<file path="config.mk">
export PLATFORM = sky130hd
export DESIGN_NAME = dm_port_arbiter
export DESIGN_NICKNAME = d
export VERILOG_FILES = /design/src/rtl/dm_arb_pkg.sv /design/src/rtl/rr_pick2.sv /design/src/rtl/dm_port_arbiter.sv
export SDC_FILE = /design/constraint.sdc
export NUM_CORES = 1
export LEC_CHECK = 0
export CAP_MARGIN = 5
export CORE_ASPECT_RATIO = 1.2
export CORE_MARGIN = 2
export CORE_UTILIZATION = 41
export DETAILED_ROUTE_END_ITERATION = 10
export GPL_ROUTABILITY_DRIVEN = 0
export PLACE_DENSITY = 0.81
export SLEW_MARGIN = 20
export SYNTH_ARGS = -nofsm -noshare
export SYNTH_HDL_FRONTEND = slang
export SYNTH_SLANG_ARGS = --single-unit
export TNS_END_PERCENT = 100
</file>
<file path="constraint.sdc">
create_clock -name clk -period 1.7 [get_ports clk]
set_input_delay 0.34 -clock clk [delete_from_list [all_inputs] [get_ports clk]]
set_output_delay 0.34 -clock clk [all_outputs]
set_load 0.1 [all_outputs]
</file>
<file path="src/rtl/dm_arb_pkg.sv">
// Shared types and constants for the data-memory port arbiter.
package dm_arb_pkg;

    localparam int unsigned ADDR_W = 32;
    localparam int unsigned DATA_W = 32;
    localparam int unsigned BE_W   = 4;
    localparam int unsigned CNT_W  = 4;

    localparam logic REQ_CPU = 1'b0;
    localparam logic REQ_AUX = 1'b1;

    localparam logic [BE_W-1:0]   BE_READ   = 4'b0000;
    localparam logic [ADDR_W-1:0] WORD_MASK = 32'hFFFF_FFFC;

    typedef enum logic [1:0] {
        IDLE,
        ACCESS,
        DONE
    } state_t;

    // One accepted transaction, latched at grant time.
    typedef struct packed {
        logic [ADDR_W-1:0] addr;
        logic [DATA_W-1:0] wdata;
        logic [BE_W-1:0]   byteen;
        logic              owner;
        logic              oor;
    } txn_t;

    function automatic logic addr_oor(input logic [ADDR_W-1:0] addr, input int unsigned words);
        return 32'({2'b00, addr[ADDR_W-1:2]}) >= 32'(words);
    endfunction

endpackage

</file>
<file path="src/rtl/rr_pick2.sv">
// Two-way round-robin picker: on a tie the requester not served last wins.
module rr_pick2 (
    input  logic req0,
    input  logic req1,
    input  logic last,
    output logic valid,
    output logic idx
);

    assign valid = req0 | req1;
    assign idx   = (req0 && req1) ? ~last : req1;

endmodule

</file>
<file path="src/rtl/dm_port_arbiter.sv">
// Shares the single data-memory port between the CPU data port and an auxiliary
// master, one transaction at a time, with a programmable access latency.
module dm_port_arbiter
    import dm_arb_pkg::*;
#(
    parameter int unsigned WAIT_CYCLES = 1,
    parameter int unsigned DM_WORDS    = 4096
) (
    input  logic              clk,
    input  logic              reset,
    input  logic              r0_req,
    input  logic [ADDR_W-1:0] r0_addr,
    input  logic [DATA_W-1:0] r0_wdata,
    input  logic [BE_W-1:0]   r0_byteen,
    input  logic              r1_req,
    input  logic [ADDR_W-1:0] r1_addr,
    input  logic [DATA_W-1:0] r1_wdata,
    input  logic [BE_W-1:0]   r1_byteen,
    output logic              r0_gnt,
    output logic              r0_done,
    output logic              r0_err,
    output logic [DATA_W-1:0] r0_rdata,
    output logic              r1_gnt,
    output logic              r1_done,
    output logic              r1_err,
    output logic [DATA_W-1:0] r1_rdata,
    output logic [ADDR_W-1:0] mem_addr,
    output logic [DATA_W-1:0] mem_wdata,
    output logic [BE_W-1:0]   mem_byteen,
    input  logic [DATA_W-1:0] mem_rdata
);

    state_t             state, state_n;
    logic [CNT_W-1:0]   cnt, cnt_n;
    logic               last, last_n;
    txn_t               txn, txn_n;
    logic               pick_valid, pick_idx;
    logic               r0_gnt_n, r1_gnt_n, r0_done_n, r1_done_n, r0_err_n, r1_err_n;
    logic [DATA_W-1:0]  r0_rdata_n, r1_rdata_n, cap_data;
    logic [ADDR_W-1:0]  sel_addr;
    logic [DATA_W-1:0]  sel_wdata;
    logic [BE_W-1:0]    sel_byteen;

    rr_pick2 u_pick (
        .req0  (r0_req),
        .req1  (r1_req),
        .last  (last),
        .valid (pick_valid),
        .idx   (pick_idx)
    );

    // Winner's request fields, chosen by the picker.
    always_comb begin
        sel_addr   = r0_addr;
        sel_wdata  = r0_wdata;
        sel_byteen = r0_byteen;
        if (pick_idx == REQ_AUX) begin
            sel_addr   = r1_addr;
            sel_wdata  = r1_wdata;
            sel_byteen = r1_byteen;
        end
    end

    always_ff @(posedge clk) begin
        if (reset) begin
            state    <= IDLE;
            cnt      <= '0;
            last     <= REQ_AUX;
            txn      <= '0;
            r0_gnt   <= 1'b0;
            r1_gnt   <= 1'b0;
            r0_done  <= 1'b0;
            r1_done  <= 1'b0;
            r0_err   <= 1'b0;
            r1_err   <= 1'b0;
            r0_rdata <= '0;
            r1_rdata <= '0;
        end else begin
            state    <= state_n;
            cnt      <= cnt_n;
            last     <= last_n;
            txn      <= txn_n;
            r0_gnt   <= r0_gnt_n;
            r1_gnt   <= r1_gnt_n;
            r0_done  <= r0_done_n;
            r1_done  <= r1_done_n;
            r0_err   <= r0_err_n;
            r1_err   <= r1_err_n;
            r0_rdata <= r0_rdata_n;
            r1_rdata <= r1_rdata_n;
        end
    end

    always_comb begin
        state_n    = state;
        cnt_n      = cnt;
        last_n     = last;
        txn_n      = txn;
        r0_gnt_n   = 1'b0;
        r1_gnt_n   = 1'b0;
        r0_done_n  = 1'b0;
        r1_done_n  = 1'b0;
        r0_err_n   = 1'b0;
        r1_err_n   = 1'b0;
        r0_rdata_n = r0_rdata;
        r1_rdata_n = r1_rdata;
        cap_data   = txn.oor ? '0 : mem_rdata;

        case (state)
            IDLE: begin
                if (pick_valid) begin
                    txn_n.addr   = sel_addr & WORD_MASK;
                    txn_n.wdata  = sel_wdata;
                    txn_n.byteen = sel_byteen;
                    txn_n.owner  = pick_idx;
                    txn_n.oor    = addr_oor(sel_addr, DM_WORDS);
                    cnt_n        = CNT_W'(WAIT_CYCLES - 1);
                    r0_gnt_n     = (pick_idx == REQ_CPU);
                    r1_gnt_n     = (pick_idx == REQ_AUX);
                    state_n      = ACCESS;
                end
            end
            ACCESS: begin
                // Last access cycle: memory strobe fires and read data is captured.
                if (cnt == '0) begin
                    if (txn.owner == REQ_CPU) begin
                        r0_rdata_n = cap_data;
                        r0_done_n  = 1'b1;
                        r0_err_n   = txn.oor;
                    end else begin
                        r1_rdata_n = cap_data;
                        r1_done_n  = 1'b1;
                        r1_err_n   = txn.oor;
                    end
                    state_n = DONE;
                end else begin
                    cnt_n = cnt - CNT_W'(1);
                end
            end
            DONE: begin
                last_n  = txn.owner;
                state_n = IDLE;
            end
            default: state_n = IDLE;
        endcase
    end

    assign mem_addr  = txn.addr;
    assign mem_wdata = txn.wdata;
    // Reset gating keeps an aborted transaction from ever writing.
    assign mem_byteen = (state == ACCESS && cnt == '0 && !txn.oor && !reset) ? txn.byteen : BE_READ;

endmodule

</file>
==> metrics.yaml <==
syn_area_um2: 6450
via_per_inst: 5.25
rsz0062_at_grt: "yes"
p_leak_nw: 4.95
maxCapViolCount: 0
synth_edf_count: 0
antenna_left: 0
tns_ns: -8.73
rows: 50
synth-seq-area-share: 0.450
whs_path_depth: 3
io_buffers: 303
drtPass1Iterations: 4
ir_drop_uv: 689
fin_crit_sh: 1.31
vias: 6480
numCtsBuffers: 17
area_delta_synth_final_pct: 93.6
final_util: 0.805
slew_headroom: 0.465
clock-sinks: 145
cpMaxStageDelayCell: "dfxtp_2"
diodes: 0
fmax_mhz: 449
synth_cell_type_count: 31
min_period_ns: 2.23
yosysTopAreaCellShare: 0.450
grt_pass1_wl_um: 33500
drive_gt1_frac: 0.368
cts_tree: "built"
power_density_nw_per_um2: 1250
min_to: "mem_addr[24]"
overflow: 0
holdWs_ns: 0.318
fill_cells: 842
synth_seq_cells: 145
min_path_type: "in2reg"
power_mw: 15.7
drtIter0Drc: 314
fp.dieArea_um2: 16800
ys.flop_type: "dfxtp_1"
hold_viol_final: 0
violations: "negative setup slack"
crit_path_end_kind: "primary output"
worstPathRequired_ns: 1.36
syn_area_per_cell_um2: 8.55
grt_max_degree: 143
synthMostInstantiatedCell: "dfxtp_1"
ys_warn_count: 0
cp_slowest_stage_delay_ns: 0.32
synth_common_cells: "145 x dfxtp_1, 133 x nand2_1, 78 x nor2_1, 68 x buf_4"
critPathKind: "reg2out"
die_h_um: 141
postSynth.asyncResetShare: 0
critical_path.cell_chain: "inv_2 > ha_4 > nor3b_4 > nand2b_1 > nor3_2 > buf_4 > and2_4 > buf_12"
path_clk_slew_ns: 0.06
drv_slew: 0
synthCells: 755
nNetsFinal: 1188
status: "finished, violations left"
r2r_setup_slack_ns: -0.27
io_pins: 310
grt_pass1_vias: 6402
worstMarginPinSlew_ns: 0.802
wl_um: 24600
reg2reg_depth: 11
initial_core_util: 0.416
yosys.area.top_type: "dfxtp_1"
reg2reg_from: "cnt[0]"
critPathLaunchType: "flop"
wl_per_cell_um: 19.9
grt_antenna_before_repair: 0
cts_max_level: 4
drc: 0
min_from: "r1_addr[24]"
timing.final.ws_setup_ns: -0.529
critPathArrivalTime_ns: 1.89
cts-root-buf: "clkbuf_16"
cp-startpoint: "cnt[0]"
clk_latency_ns: 0.42
final-setup-viol-count: 57
clock_skew_ns: 0.0167
core_area_um2: 15500
netlist_top_cells_area: "dfxtp_1 45%, mux2i_1 10%, buf_4 7.9%, a211oi_1 7.8%, nand2_1 7.7%"
cp_max_fo: 4
reg2reg_to: "r0_rdata[2]"
dp_hpwl_um: 14600
grt_use_total: 0.256
chipWidth_um: 119
cts_buffer_depth: 2
-- how the worst max path moves through the flow --
stage                               end  slack (ns)  depth (start not counted)
final                     mem_byteen[1]       -0.53                          8
after detailed placement         txn[0]       -0.49                          7
after global placement           txn[0]       -0.47                          5
after floorplan           mem_byteen[0]      -0.004                          6
after CTS                 mem_byteen[1]       -0.55                          8
after global routing      mem_byteen[1]       -0.62                          8
-- timing repair --
item | CTS | global route
resized for setup | 27 | 204
buffers inserted | 6 | 8
setup endpoints to repair | 39 | 71
hold buffers | 0 | 0
pin swaps | 4 | 69
gates cloned | 8 | 5
-- kinds of logic (layout without fill, tap and decap cells) --
group,count (synthesis),in the layout,synth area share
compound gates,138,138,0.135
xor+xnor,2,2,0.00271
fa+ha+maj,2,2,0.00388
buf+inv,121,392,0.116
flops,145,145,0.450
mux,65,65,0.101
other cells,1,2,0.000581
simple gates,281,281,0.191
-- layer usage --
layer	track usage	up-vias	routed length (um)
met5	0	-	0
met4	0.106	0	1080
met3	0.0719	81	1920
met2	0.482	339	13100
met1	0.266	3046	8490
li1	-	3014	-
-- flip-flops by register name (all words and copies together) (netlist names), 2 cells and up --
name       cells
mem_addr      30
r1_rdata      32
r0_rdata      32
cnt            4
txn            6
state          2
mem_wdata     32
-- metrics by stage --
stage	setup slack [ns]	instance area, um2	cells
5_1_grt	-0.619	12500	1235
6_report	-0.529	12500	1235
2_1_floorplan	-0.00415	6480	756
3_5_place_dp	-0.488	10700	1181
4_1_cts	-0.548	11600	1226
3_3_place_gp	-0.466	10700	1181
-- worst max-delay path, delay by kind of cell, from the launching register on --
family | cells | cell delay [ns]
DFF | 1 | 0.32
buffers and inverters | 3 | 0.42
and+or+nand+nor | 4 | 0.60
adders and majority gates | 1 | 0.13
-- power by group --
part / leakage (nW) / switching [mW] / internal [mW]
Clock: 0.275 / 1.61 / 2.06
Sequential: 1.19 / 0.488 / 3.85
Combinational: 3.49 / 4.70 / 2.96
Total: 4.95 / 6.79 / 8.87
-- area by class of cell --
class,instances,area (um2),share of cell area
inverters,2,7.51,0.000601
clock buffers,17,425,0.0340
clock inverters,15,146,0.0117
repair buffers,358,5170,0.413
multi-input cells,490,3580,0.287
well taps,208,260,0.0208
flip-flops and latches,145,2910,0.233
-- layout by cell type, fill, tap and decap left out, drive strengths merged, types with 3 or more instances in the layout --
master,n
a21oi,67
inv,10
buf,188
a211oi,67
nand2b,3
clkbuf,21
clkinvlp,3
dfxtp,145
clkdlybuf4s50,163
nor4,5
mux2i,65
nor3,7
nor2b,37
nor2,79
clkinv,3
nand2,133
or4,3
and2,7
(Power assumes the default switching activity.)
